$ cat config.mk
export PLATFORM = sky130hd
export DESIGN_NAME = prog_clk_ctrl_flat
export DESIGN_NICKNAME = d
export VERILOG_FILES = /design/src/rtl/prog_clk_ctrl_if.sv /design/src/rtl/prog_clk_ctrl.sv /design/src/flat_wrapper.sv
export SDC_FILE = /design/constraint.sdc
export NUM_CORES = 1
export LEC_CHECK = 0
export CAP_MARGIN = 15
export CORE_MARGIN = 2
export CORE_UTILIZATION = 54
export DETAILED_ROUTE_END_ITERATION = 10
export PLACE_DENSITY = 0.83
export SYNTH_ARGS = -nofsm -noshare
export SYNTH_HDL_FRONTEND = slang
export SYNTH_SLANG_ARGS = --single-unit
$ cat constraint.sdc
create_clock -name clk -period 5.6 [get_ports clk]
set_input_delay 1.12 -clock clk [delete_from_list [all_inputs] [get_ports clk]]
set_output_delay 1.12 -clock clk [all_outputs]
set_load 0.01 [all_outputs]
$ cat src/rtl/prog_clk_ctrl_if.sv
// Configuration channel for prog_clk_ctrl: valid/ready transfer of a
// period/high-time pair, plus a one-cycle reject pulse back to the producer.
interface prog_clk_ctrl_if #(
  parameter int CNT_W = 16
);
  logic             cfg_valid;
  logic [CNT_W-1:0] cfg_period;
  logic [CNT_W-1:0] cfg_ton;
  logic             cfg_ready;
  logic             cfg_err;

  modport master (output cfg_valid, cfg_period, cfg_ton, input cfg_ready, cfg_err);
  modport slave  (input cfg_valid, cfg_period, cfg_ton, output cfg_ready, cfg_err);
endinterface

$ cat src/rtl/prog_clk_ctrl.sv
// Programmable divided clock: period and high time in clk cycles, low phase
// first. New settings are staged in a pending slot and only promoted to the
// active registers while idle or on the last cycle of a period, so the
// generated waveform never carries a runt pulse.
module prog_clk_ctrl #(
  parameter int CNT_W      = 16,
  parameter int DEF_PERIOD = 10,
  parameter int DEF_TON    = 7
) (
  input  logic               clk,
  input  logic               rst_n,
  input  logic               en,
  prog_clk_ctrl_if.slave     cfg,
  output logic               clk_out,
  output logic               period_start,
  output logic               busy
);

  typedef enum logic [1:0] {IDLE, RUN, STOP} state_e;

  localparam logic [CNT_W-1:0] ONE = CNT_W'(1);
  localparam logic [CNT_W-1:0] TWO = CNT_W'(2);

  state_e           state_q, state_d;
  logic [CNT_W-1:0] cnt_q, cnt_d;
  logic [CNT_W-1:0] act_period_q, act_period_d;
  logic [CNT_W-1:0] act_ton_q, act_ton_d;
  logic [CNT_W-1:0] pend_period_q, pend_period_d;
  logic [CNT_W-1:0] pend_ton_q, pend_ton_d;
  logic             pend_v_q, pend_v_d;
  logic             clk_out_q, clk_out_d;
  logic             ps_q, ps_d;
  logic             err_q, err_d;
  logic             xfer, cfg_ok, boundary, apply, run_d;

  // Handshake: a single pending slot, so ready is simply "slot empty".
  assign cfg.cfg_ready = !pend_v_q;
  assign cfg.cfg_err   = err_q;
  assign xfer     = cfg.cfg_valid && !pend_v_q;
  // ton < period also guarantees period - ton never underflows.
  assign cfg_ok   = (cfg.cfg_period >= TWO) && (cfg.cfg_ton != '0) &&
                    (cfg.cfg_ton < cfg.cfg_period);
  assign boundary = (state_q != IDLE) && (cnt_q == act_period_q - ONE);
  // Promote staged config only where it cannot cut a period short.
  assign apply    = pend_v_q && ((state_q == IDLE) || boundary);

  assign clk_out      = clk_out_q;
  assign period_start = ps_q;
  assign busy         = (state_q != IDLE);

  // Config staging: accept/reject transfers and promote pending to active.
  always_comb begin
    pend_period_d = pend_period_q;
    pend_ton_d    = pend_ton_q;
    pend_v_d      = pend_v_q;
    act_period_d  = act_period_q;
    act_ton_d     = act_ton_q;
    err_d         = 1'b0;
    if (xfer) begin
      if (cfg_ok) begin
        pend_period_d = cfg.cfg_period;
        pend_ton_d    = cfg.cfg_ton;
        pend_v_d      = 1'b1;
      end else begin
        err_d = 1'b1;
      end
    end
    // xfer needs an empty slot and apply a full one, so they never collide.
    if (apply) begin
      act_period_d = pend_period_q;
      act_ton_d    = pend_ton_q;
      pend_v_d     = 1'b0;
    end
  end

  // Next state, counter, and the registered waveform for the next cycle.
  always_comb begin
    state_d = state_q;
    cnt_d   = cnt_q;
    unique case (state_q)
      IDLE: begin
        cnt_d = '0;
        if (en) state_d = RUN;
      end
      RUN: begin
        cnt_d = boundary ? '0 : cnt_q + ONE;
        if (!en) state_d = STOP;
      end
      STOP: begin
        cnt_d = boundary ? '0 : cnt_q + ONE;
        if (en)            state_d = RUN;
        else if (boundary) state_d = IDLE;
      end
      default: begin
        state_d = IDLE;
        cnt_d   = '0;
      end
    endcase
    // Outputs are computed from next-cycle values so they leave a flop.
    run_d     = (state_d != IDLE);
    clk_out_d = run_d && (cnt_d >= act_period_d - act_ton_d);
    ps_d      = run_d && (cnt_d == '0);
  end

  // State register.
  always_ff @(posedge clk or negedge rst_n) begin
    if (!rst_n) state_q <= IDLE;
    else        state_q <= state_d;
  end

  // Datapath registers; reset drops any staged config and restores defaults.
  always_ff @(posedge clk or negedge rst_n) begin
    if (!rst_n) begin
      cnt_q         <= '0;
      act_period_q  <= CNT_W'(DEF_PERIOD);
      act_ton_q     <= CNT_W'(DEF_TON);
      pend_period_q <= '0;
      pend_ton_q    <= '0;
      pend_v_q      <= 1'b0;
      clk_out_q     <= 1'b0;
      ps_q          <= 1'b0;
      err_q         <= 1'b0;
    end else begin
      cnt_q         <= cnt_d;
      act_period_q  <= act_period_d;
      act_ton_q     <= act_ton_d;
      pend_period_q <= pend_period_d;
      pend_ton_q    <= pend_ton_d;
      pend_v_q      <= pend_v_d;
      clk_out_q     <= clk_out_d;
      ps_q          <= ps_d;
      err_q         <= err_d;
    end
  end

endmodule

$ cat src/flat_wrapper.sv
// flat-port wrapper written by rule: the top's interface ports become plain ports
module prog_clk_ctrl_flat 
#(
  parameter int CNT_W      = 16,
  parameter int DEF_PERIOD = 10,
  parameter int DEF_TON    = 7
)
  (clk, rst_n, en, clk_out, period_start, busy, cfg_cfg_valid, cfg_cfg_period, cfg_cfg_ton, cfg_cfg_ready, cfg_cfg_err);
  prog_clk_ctrl_if #(.CNT_W(CNT_W)) cfg_i ();
  input  logic clk;
  input  logic rst_n;
  input  logic en;
  output logic clk_out;
  output logic period_start;
  output logic busy;
  input wire logic [$bits(cfg_i.cfg_valid)-1:0] cfg_cfg_valid;
  input wire logic [$bits(cfg_i.cfg_period)-1:0] cfg_cfg_period;
  input wire logic [$bits(cfg_i.cfg_ton)-1:0] cfg_cfg_ton;
  output wire logic [$bits(cfg_i.cfg_ready)-1:0] cfg_cfg_ready;
  output wire logic [$bits(cfg_i.cfg_err)-1:0] cfg_cfg_err;
  assign cfg_i.cfg_valid = cfg_cfg_valid;
  assign cfg_i.cfg_period = cfg_cfg_period;
  assign cfg_i.cfg_ton = cfg_cfg_ton;
  assign cfg_cfg_ready = cfg_i.cfg_ready;
  assign cfg_cfg_err = cfg_i.cfg_err;
  prog_clk_ctrl #(.CNT_W(CNT_W), .DEF_PERIOD(DEF_PERIOD), .DEF_TON(DEF_TON)) u_core (.clk(clk), .rst_n(rst_n), .en(en), .cfg(cfg_i), .clk_out(clk_out), .period_start(period_start), .busy(busy));
endmodule
[Word level (Yosys, flattened, before mapping)]
Index checks and enable logic that the tools add are counted.
Cells by class
  $add $sub $neg: 3
  $lt $le $gt $ge: 3
  equality and inequality tests: 3
  multiplexer cells: 14
  reduce and logical (&&, ||, !) cells: 19
Operator list (number)
  2-to-1 mux 16 bit: 4
  adder 16 x 1 -> 16 bit (second input constant): 1
  equality test 16 bit: 1
  greater-or-equal comparator 16 bit: 1
  greater-or-equal comparator 16 x 2 -> 1 bit (second input constant): 1
  logical NOT 16 bit: 1
  less-than comparator 16 bit: 1
  nonzero test 16 bit: 1
  subtractor 16 x 1 -> 16 bit (second input constant): 1
  subtractor 16 bit: 1
  2-to-1 mux 2 bit: 4
  nonzero test 2 bit: 4
  logical AND 1 bit: 7
  one-hot mux 2 bit (3 select lines): 1
  2-to-1 mux 1 bit: 5
  AND reduction 2 bit: 2
  equality test 2 x 1 -> 1 bit (second input constant): 1
  equality test 2 bit (second input constant): 1
  logical NOT 2 bit: 1
  OR reduction 2 bit: 1
  logical NOT 1 bit: 1
  logical OR 1 bit: 1
Word-level totals
  register bits after elaboration: 86
  logic and storage cells: 52

[Logic depth before layout (Yosys ltp)]
  word-level depth: 9
  mapped depth: 28

[Worst setup path after synthesis]
Ideal clock, no wire load.
  path type: reg-to-reg
  start point: register u_core.act_period_q[0]
  end point: register u_core.clk_out_q, in the netlist u_core.clk_out
  setup time: 0.126 ns
  data arrival time: 5.856 ns
  path slack: -0.382 ns
  stages on the path, launching flop included: 28
  path buffers: 2
  clock period less this slack: 5.982 ns
  cells stage by stage: dfrtp_1 inv_1 ha_1 or4b_4 o31ai_1 a21oi_1 a311o_1 a22o_1 a2111o_1 a21o_1 buf_6 buf_6 mux2_4 ha_1 nor2b_1 o21ai_0 a21oi_1 o211ai_1 a21oi_1 a2111oi_0 nor2_1 xnor2_1 ha_1 a21o_1 a211oi_1 o21ai_0 a21oi_1 nor2_1
Between the ends
  word-level cells in the longest chain between the ends: 9
RTL lines
  from (decl): line prog_clk_ctrl.sv:26  | logic [CNT_W-1:0] act_period_q, act_period_d;
  from (signal assigned): line prog_clk_ctrl.sv:115  | act_period_q <= CNT_W'(DEF_PERIOD);
  from (signal assigned): line prog_clk_ctrl.sv:125  | act_period_q <= act_period_d;
  subtractor 16 x 1 -> 16 bit: line prog_clk_ctrl.sv:43  | assign boundary = (state_q != IDLE) && (cnt_q == act_period_q - ONE);
  equality test 16 bit: line prog_clk_ctrl.sv:43
  logical AND 1 bit: line prog_clk_ctrl.sv:43
  logical OR 1 bit: line prog_clk_ctrl.sv:45  | assign apply = pend_v_q && ((state_q == IDLE) || boundary);
  logical AND 1 bit: line prog_clk_ctrl.sv:45
  2-to-1 mux 16 bit: line prog_clk_ctrl.sv:69  | if (apply) begin
  named net u_core.act_period_d[2]: line prog_clk_ctrl.sv:26
  subtractor 16 bit: line prog_clk_ctrl.sv:101  | clk_out_d = run_d && (cnt_d >= act_period_d - act_ton_d);
  greater-or-equal comparator 16 bit: line prog_clk_ctrl.sv:101
  logical AND 1 bit: line prog_clk_ctrl.sv:101
  named net u_core.clk_out_d: line prog_clk_ctrl.sv:31  | logic clk_out_q, clk_out_d;
  to (signal assigned): line prog_clk_ctrl.sv:130  | clk_out_q <= clk_out_d;
  to (decl): line prog_clk_ctrl.sv:31
The timed path passes the listed nets, and every way through them passes these cells.
A chain may end at the register's enable or synchronous reset.

[Final worst setup path]
  start point: register u_core.act_period_q[0]
  end point: register u_core.clk_out_q, in the netlist u_core.clk_out
Between the ends
  word-level cells in the longest chain between the ends: 9
RTL lines
  subtractor 16 x 1 -> 16 bit: line prog_clk_ctrl.sv:43
  equality test 16 bit: line prog_clk_ctrl.sv:43
  logical AND 1 bit: line prog_clk_ctrl.sv:43
  logical OR 1 bit: line prog_clk_ctrl.sv:45
  logical AND 1 bit: line prog_clk_ctrl.sv:45
  2-to-1 mux 16 bit: line prog_clk_ctrl.sv:69
  named net u_core.act_ton_d[0]: line prog_clk_ctrl.sv:27  | logic [CNT_W-1:0] act_ton_q, act_ton_d;
  subtractor 16 bit: line prog_clk_ctrl.sv:101
  greater-or-equal comparator 16 bit: line prog_clk_ctrl.sv:101
  logical AND 1 bit: line prog_clk_ctrl.sv:101
  named net u_core.clk_out_d: line prog_clk_ctrl.sv:31
The timed path passes the listed nets, and every way through them passes these cells.

==> metrics.yaml <==
outcome:
  status: "finished with violations"
  violations: "setup timing"
synthesis:
  synth_top_family_by_area: "multiplexers"
  ys_async_sr_fraction_pct: 100.0
  synthesis.area_um2: 5782
  synth-seq-area-share_pct: 37.33
  synth.net_count: 652
  synth_edf_count: 0
  yosys_most_used_dff: "dfrtp_1"
  synth-simple-area-share_pct: 13.61
  synth-compound-area-share_pct: 9.717
  synthMuxAreaShare_pct: 14.39
  yosysUniqueCellTypes: 55
  syn_inst: 563
  yosys.area_share.adder_pct: 11.77
  synth.avg_cell_area_um2: 10.27
  ys_seq_elements: 86
  synth_xor_area_share_pct: 7.574
  yosys_warnings: 0
cts:
  cts_tree: "built"
  root_buffer: "clkbuf_8"
  clk_pin_slew_worst_paths_ps: 100
  clk_latency_ps: 360
  cts.sinks: 86
  cts_buffers: 9
  clk_path_buf_depth: 2
  htreeDepth: 3
die:
  rows: 37
  die_h_um: 107.5
  pin_count: 41
  initial_core_util_pct: 55.76
  core_area_um2: 10370
  die-area_um2: 11550
  die_x_um: 107.5
global_route:
  grt_pass1_vias: 4706
  grt_max_degree: 86
  antenna_found_initial: 0
  grt_overflow: 0
  track_usage_pct: 24.75
  grt_pass1_wl_um: 22470
route:
  drt-met1-wl_um: 5950
  drtIter0Drc: 253
  met2_length_um: 6821
  drtAntennaViolNets: 0
  avgViaCountPerCell: 5.851
  drc: 0
  drtPass1Iterations: 4
  maxUsedRoutingLayer: "met4"
  wl_per_cell_um: 17.59
  wl_um: 13580
  vias: 4517
  met3WireLength_um: 456
placement:
  post-place-cells: 748
  io_buffers: 40
  dp_hpwl_um: 9970
  gp_congestion: 0.8956
final_layout:
  seqCellArea_um2: 2158
  finalNonFillerCells: 772
  nets: 720
  area_growth_pct: 21.34
  drive_above_1_share_pct: 28.62
  fill_cells: 724
  multi_input_area_um2: 3532
  diodes: 0
sta:
  slew_headroom_pct: 62.52
  clock_skew_ps: 13.82
  grt_setup_unrepaired: "yes"
  setup_viol: 1
  max_freq_mhz: 173.2
  finalCritPeriodShare_pct: 103.1
  whs_ps: 502.2
  hold_viol_final: 0
  layout_min_cycle_time_ps: 5772
  final.setup.tns_ps: -172.4
  tightestPinTransition_ps: 562.2
  final_max_slew_viol_count: 0
  worst_slack_ps: -172.4
job:
  drv_cap: 0
setup_path:
  end_kind: "flip-flop"
  crit_type: "reg2reg"
  crit_required_ps: 5850
  cp-start-kind: "flip-flop"
  cp.arrival_ps: 6030
  crit_fanout: 8
pwr:
  ir_drop_mv: 0.2895
  power.density_nw_per_um2: 700.5
  p_leak_nw: 3.160
hold_path:
  worstHoldPathType: "reg2reg"
==> stage by stage <==
step,setup slack [ps],instance area (um^2),total power [W],util (%)
after floorplan,-24.39,5834,0.003227,-
after global placement,0.2451,6548,0.003832,63.14
after detailed placement,-191.8,6548,0.004017,63.14
after CTS,-108.7,6882,0.004713,66.36
after global routing,-369.1,7015,0.005285,67.65
final,-172.4,7015,0.004914,67.65
==> registers in the layout (all words and copies together), names as in the netlist <==
name and cells:
u_core.act_period_q 16, u_core.act_ton_q 16, u_core.cfg.cfg_err 1, u_core.clk_out 1
u_core.cnt_q 16, u_core.pend_period_q 16, u_core.pend_ton_q 16, u_core.pend_v_q 1
u_core.period_start 1, u_core.state_q 2
==> layout by cell type, fill, tap and decap left out, types with 8 or more instances in the layout <==
| cell | count |
|---|---|
| o21ai_0 | 16 |
| clkdlybuf4s50_1 | 39 |
| dfrtp_1 | 81 |
| xor2_1 | 24 |
| mux2_4 | 16 |
| nor3_1 | 9 |
| mux2_2 | 33 |
| nand3_1 | 17 |
| buf_4 | 40 |
| xnor2_1 | 25 |
| nand2_1 | 14 |
| inv_1 | 32 |
| mux2i_2 | 14 |
| nor2_1 | 36 |
| and3_1 | 9 |
| inv_2 | 18 |
| nand4_1 | 8 |
| a21oi_1 | 23 |
| clkbuf_8 | 9 |
| nor4_1 | 12 |
| ha_1 | 48 |
==> what timing repair did <==
action / 4_1_cts / 5_1_grt
setup buffers: 5 / 2
endpoints found under the setup margin: 1 / 1
hold buffers: 0 / 0
resized for setup: 14 / 19
pin swaps: 18 / 18
cloned: 0 / 0
==> synthesized netlist by cell type (16+ instances only) <==
cell	n	area, um^2
xor2_1	24	210.2
nor2_1	37	138.9
ha_1	52	650.6
inv_1	34	127.6
xnor2_1	26	227.7
a21oi_1	28	140.1
dfrtp_1	81	2027
inv_2	16	60.06
nand3_1	18	90.09
o21ai_0	19	95.09
mux2_2	34	382.9
==> kinds of logic (layout without fill, tap and decap cells) <==
| kind of cell | Yosys count | count (layout) |
|---|---|---|
| AOI/OAI and AO/OA | 89 | 89 |
| xor gates and xnor gates | 50 | 50 |
| adders and majority gates | 54 | 54 |
| buffers and inverters | 75 | 148 |
| DFF | 86 | 86 |
| muxes | 66 | 66 |
| and+or+nand+nor | 143 | 143 |
==> worst paths after layout <==
kind / start / to / slack (ps) / cells after the start
setup / recovery: u_core.act_period_q[0] / u_core.clk_out / -170 / 27
hold / removal: u_core.act_ton_q[14] / u_core.act_ton_q[14] / 500 / 2
setup reg to reg: u_core.act_period_q[0] / u_core.clk_out / -170 / 27
hold reg to reg: u_core.act_ton_q[14] / u_core.act_ton_q[14] / 500 / 2
max in group asynchronous: rst_n / u_core.cnt_q[15] / 4150 / 3
min in group asynchronous: rst_n / u_core.pend_period_q[1] / 520 / 1
==> critical path: stages (launching register included) <==
cell	delay, ps
dfrtp_1	410
buf_4	140
buf_4	120
or4_4	570
nor2_4	150
buf_6	120
nand3_4	80
xnor2_2	180
nand3_1	100
a2111o_1	440
a21o_4	300
mux2_4	340
ha_4	180
fa_2	340
nor2b_2	140
o21ai_2	90
a21oi_2	210
o211ai_1	160
a21oi_2	290
a2111oi_4	60
nor2_1	130
xnor2_1	140
ha_1	270
a21o_1	210
a211oi_2	170
o21ai_1	90
a21oi_1	170
nor2_1	60
==> power by group <==
| group | total [W] | switching (W) | internal [W] |
|---|---|---|---|
| clock | 0.000498 | 0.000242 | 0.000256 |
| combinational | 0.00329 | 0.00165 | 0.00164 |
| sequential | 0.00113 | 0.000229 | 0.000899 |
==> routing by layer <==
layer	GRT usage [%]	vias to the layer above
met5	0	-
met4	8.333	0
met3	3.450	27
met2	43.76	103
met1	31.17	2241
li1	-	2146
==> area by class of cell <==
class	count	area share [%]
Inverter	50	2.675
Tap cell	136	2.426
Multi-Input combinational cell	402	50.35
Timing Repair Buffer	82	10.58
Clock inverter	7	1.445
Sequential cell	86	30.77
Clock buffer	9	1.766
Power figures use the tool's default switching activity.
==> RTL change 1, RTL diff (same settings) <==
Make the reset (`rst_n`) synchronous in 2 clocked blocks.
--- a/src/rtl/prog_clk_ctrl.sv
+++ b/src/rtl/prog_clk_ctrl.sv
@@ -103,13 +103,13 @@
   end
 
   // State register.
-  always_ff @(posedge clk or negedge rst_n) begin
+  always_ff @(posedge clk) begin
     if (!rst_n) state_q <= IDLE;
     else        state_q <= state_d;
   end
 
   // Datapath registers; reset drops any staged config and restores defaults.
-  always_ff @(posedge clk or negedge rst_n) begin
+  always_ff @(posedge clk) begin
     if (!rst_n) begin
       cnt_q         <= '0;
       act_period_q  <= CNT_W'(DEF_PERIOD);
Function: differs if rst_n is asserted again (counterexample within 4 cycles, from zero or initial values and one cycle with rst_n low); with rst_n held inactive, the same outputs for 10 cycles.
==> RTL change 1 against the original RTL <==
The run still ends with negative setup slack left; critical path depth decreased by 2; area after synthesis decreased by 3.3%; design area decreased by 3.0%; wire length increased by 23%; setup slack got worse by 0.14 ns; sequential share of layout area decreased by 5.4 points; sequential cell count unchanged; largest cell class unchanged.
Power is not compared: it rests on default switching activity, and its combinational part moved more than twofold at a synthesized area within 25%.
==> RTL change 1: results <==
[run_status]
outcome = "complete, but fails checks"
violations = "negative setup slack"

[synth]
synth_compound_area_share_pct = 18.0
postSynth.asyncResetShare_pct = 0
synth_top_cells_by_count = "86 x dfxtp_1, 65 x nor2_1, 52 x a21oi_1, 52 x ha_1, 45 x o21ai_0"
ys_types = 62
synthMuxAreaShare_pct = 6.78
seq_area_frac_synth_pct = 30.8
yosys_warnings = 0
synth-xor-area-share_pct = 7.05
synth_fp_nets = 750
synthFlopType = "dfxtp_1"
ys_top_cells_by_area = "dfxtp_1 31%, ha_1 12%, a21oi_1 4.7%"
yosys.area_share.adder_pct = 12.0

[power_and_ir_drop]
vdd_drop_max_mv = 0.198
p_leak_nw = 2.74
cell_internal_pwr_mw = 1.11

[sta]
slew_headroom_pct = 37.3
setup_viol = 1
fin_ws_ns = -0.316
slew_viol_final = 0
skew_ns = 0.0121

[clocking]
h-tree-depth = 3
clock_latency_ns = 0.38
cts_buffer_depth = 2
clk_pin_slew_worst_paths_ns = 0.09
cts_made_buffers = 9

[worst_setup_path]
cp_slowest_cell = "a2111o_1"
slowest_delay_ns = 0.42
cp_max_fo = 5
crit_family = "compound AO/OA/AOI/OAI gates"
cp.arrival_ns = 6.14

[global_routing]
antenna_found_initial = 0
grt.total_usage_pct = 28.0
grt_pass1_wl_um = 25100
grt_pass1_vias = 5159
grt_max_degree = 55

[detailed_routing]
drt_iter0_markers = 426
drt_pass1_iterations = 5
vias = 5435
wire_per_inst_um = 19.3

[min_path]
hold_path.class = "flip-flop to flip-flop"

[layout]
antennaDiodeCount = 0
fin_nets = 813
drive_gt1_share_pct = 17.9

[place]
gp_congestion = 0.969
portBuffers = 40
dp_slack_ns = -0.191
hpwl_um = 10800
-- RTL change 1: cell types whose count changed after synthesis, moves of 24 or more --
cell     unedited run  this run
dfrtp_1            81         0
dfxtp_1             0        86
o21ai_0            19        45
nor2_1             37        65
a21oi_1            28        52
nand3_1            18        43
-- RTL change 1: per-stage QoR --
step	util [%]	hold WS [ns]	setup TNS (ns)	instance area (sq um)	std cells
global placement	61.0	0.467	0	6210	826
floorplan	-	0.450	0	5620	661
CTS	64.2	0.485	0	6540	855
finish	66.8	0.488	-0.316	6800	863
detailed placement	61.0	0.471	-0.191	6210	826
global route	66.8	0.520	-0.556	6800	863
-- RTL change 1: cell type report --
| class | count | area [sq um] |
|---|---|---|
| fillers | 746 | 3380 |
| clock inverters | 5 | 36.3 |
| inverters | 33 | 124 |
| flip-flops and latches | 86 | 1730 |
| clock buffers | 9 | 124 |
| multi-input cells | 509 | 3860 |
| repair buffers | 85 | 762 |
| well taps | 136 | 170 |
-- RTL change 1: layer usage --
layer / wire (um) / track usage (%) / part of all wire, %
met5: 0 / 0 / 0
met4: 873 / 10.2 / 5.2
met3: 1410 / 6.31 / 8.5
met2: 7790 / 46.9 / 47
met1: 6610 / 35.3 / 40
-- RTL change 1: repair_timing --
| item | 4_1_cts | 5_1_grt |
|---|---|---|
| gates resized for setup | 12 | 42 |
| pin swaps | 12 | 22 |
| endpoints found under the setup margin | 1 | 1 |
| buffers inserted | 15 | 9 |
-- RTL change 1: worst paths after layout --
path	startpoint	to	slack, ns	cells past startpoint
worst max-delay path	u_core.act_period_q[6]$_SDFF_PN0_	u_core.clk_out$_SDFF_PN0_	-0.32	25
worst min-delay path	u_core.pend_period_q[14]$_SDFFE_PN0P_	u_core.pend_period_q[14]$_SDFFE_PN0P_	0.49	2
worst max register to register	u_core.act_period_q[6]$_SDFF_PN0_	u_core.clk_out$_SDFF_PN0_	-0.32	25
worst min register to register	u_core.pend_period_q[14]$_SDFFE_PN0P_	u_core.pend_period_q[14]$_SDFFE_PN0P_	0.49	2
-- RTL change 1: logic make-up (layout without fill, tap and decap cells) --
logic type | after synthesis | count (layout)
fa+ha+maj | 53 | 53
mux | 36 | 36
simple gates | 218 | 218
buf+inv | 66 | 132
flops | 86 | 86
compound gates | 157 | 157
xor+xnor | 45 | 45
-- RTL change 1: power by group through the flow --
stage                     clock (mW)  sequential [mW]  combinational (mW)
final                          0.391            0.666               0.650
after global routing           0.416            0.669               0.694
after CTS                      0.391            0.661               0.542
after detailed placement           0            0.675               0.492
after global placement             0            0.673               0.473
after floorplan                    0            0.666               0.359
==> RTL change 2, RTL diff (same flow settings) <==
Made on the original files. `CNT_W` is set to 16 in 3 places; all go to 32.
--- a/src/rtl/prog_clk_ctrl_if.sv
+++ b/src/rtl/prog_clk_ctrl_if.sv
@@ -1,7 +1,7 @@
 // Configuration channel for prog_clk_ctrl: valid/ready transfer of a
 // period/high-time pair, plus a one-cycle reject pulse back to the producer.
 interface prog_clk_ctrl_if #(
-  parameter int CNT_W = 16
+  parameter int CNT_W = 32
 );
   logic             cfg_valid;
   logic [CNT_W-1:0] cfg_period;
--- a/src/rtl/prog_clk_ctrl.sv
+++ b/src/rtl/prog_clk_ctrl.sv
@@ -3,7 +3,7 @@
 // active registers while idle or on the last cycle of a period, so the
 // generated waveform never carries a runt pulse.
 module prog_clk_ctrl #(
-  parameter int CNT_W      = 16,
+  parameter int CNT_W      = 32,
   parameter int DEF_PERIOD = 10,
   parameter int DEF_TON    = 7
 ) (
--- a/src/flat_wrapper.sv
+++ b/src/flat_wrapper.sv
@@ -1,7 +1,7 @@
 // flat-port wrapper written by rule: the top's interface ports become plain ports
 module prog_clk_ctrl_flat 
 #(
-  parameter int CNT_W      = 16,
+  parameter int CNT_W      = 32,
   parameter int DEF_PERIOD = 10,
   parameter int DEF_TON    = 7
 )
Interface: changed (resized cfg_cfg_period and cfg_cfg_ton); port bits go from 41 to 73. No check against the original RTL was run, so the function may have changed too.
==> RTL change 2 against the original RTL <==
Critical path type unchanged; wire length rose to 3.1 times the old value; count of clock-buffer cells in the layout grew 12; largest cell class unchanged; setup slack lost 1.7 ns; the flow still finishes with violations (negative setup slack); sequential cell count grew 80; design area grew 120%; area after synthesis rose by 100%; clock skew is 0.00077 ns higher; highest routed layer unchanged; non-clock buffer count grew 257.
Power is left out: the tool's default activity adds up to more than one toggle a clock period on the data nets, which glitch-free logic cannot reach.
==> RTL change 2: results <==
[worst_setup_path]
timing.rr.start = "u_core.act_period_q[16]$_DFF_PN0_"
reg2reg_depth = 32
cp_max_fo = 7
slowest_delay_ns = 0.62
cp_slowest_cell = "or4b_2"
cp.arrival_ns = 7.76

[detailed_routing]
drt_pass1_iterations = 6
via_per_inst = 6.49
drt_iter0_markers = 1423

[place]
gp_congestion = 0.938
hpwl_um = 27300
portBuffers = 72

[sta]
hold_slack_ns = 0.526
setup_viol = 1
fin_ws_ns = -1.85
tightest_slew_ns = 0.804
skew_ns = 0.0146

[synth]
seq_area_frac_synth_pct = 35.6
syn_inst = 1171
synth_fp_nets = 1340
synth_top_cells_by_count = "161 x dfrtp_1, 100 x ha_1, 88 x mux2_2"
ys_types = 78
ys_top_cells_by_area = "dfrtp_1 34%, ha_1 11%, mux2_2 8.5%"

[global_routing]
antenna_found_initial = 0
grt_util_met2_pct = 59.8
grt_pass1_vias = 11800
grt_pass1_wl_um = 64400
grtUsageMet3_pct = 7.38
grt_max_degree = 83
met1_usage_pct = 44.7
grt.total_usage_pct = 36.9

[layout]
fin_nets = 1650
final_cell_area_sq_mm = 0.0155
drive_gt1_share_pct = 34.8

[clocking]
h-tree-depth = 4
clock_latency_ns = 0.44
clockRootBuffer = "clkbuf_16"
cts_made_buffers = 17
clk_pin_slew_worst_paths_ns = 0.07

[min_path]
holdPathEnd = "u_core.pend_period_q[20]$_DFFE_PN0P_"
min_path_cells = 1
hold_path_startpoint = "u_core.pend_period_q[20]$_DFFE_PN0P_"

[run_status]
violations = "negative setup slack"
outcome = "complete, but fails checks"
## RTL change 2: critical path, delay by kind of cell, from the launching register on
family                     cells  cell delay (ns)
and+or+nand+nor                8             2.30
xor gates and xnor gates       1             0.22
DFF                            1             0.46
buffers and inverters          6             1.04
adders and majority gates      2             0.62
AOI/OAI and AO/OA             14             2.53
muxes                          1             0.15
## RTL change 2: per-layer routing
| layer | wire (um) | part of all wire [%] |
|---|---|---|
| met1 | 15500 | 37 |
| met2 | 19200 | 46 |
| met5 | 0 | 0 |
| met3 | 3660 | 8.8 |
| met4 | 3190 | 7.7 |
## RTL change 2: metrics by stage
step,setup slack (ns),TNS [ns]
floorplan,-1.19,-1.19
global placement,-1.53,-1.53
detailed placement,-1.84,-1.84
CTS,-1.48,-1.48
global route,-2.02,-2.02
finish,-1.85,-1.85
## RTL change 2: area by class of cell
type                       instances  share of cell area (%)
clock inverter                    11                   0.565
clock buffer                      21                    2.97
inverter                          88                    2.13
multi-input combinational        869                    47.4
timing repair buffer             339                    17.9
tap                              275                    2.22
sequential                       166                    26.9
## RTL change 2: timing repair
item                       4_1_cts  5_1_grt
setup endpoints to repair        1        1
gates resized for setup         38       14
pin swaps                       10        2
buffers inserted                14        0
hold endpoints to repair         0        0
## RTL change 2: cells by family (layout without fill, tap and decap cells)
family | after synthesis | count (layout) | share of synthesized area, %
flops | 166 | 166 | 35.6
compound gates | 216 | 216 | 12.3
mux | 133 | 133 | 13.7
buf+inv | 136 | 459 | 4.77
fa+ha+maj | 101 | 101 | 10.9
xor+xnor | 93 | 93 | 6.96
simple gates | 326 | 326 | 15.9
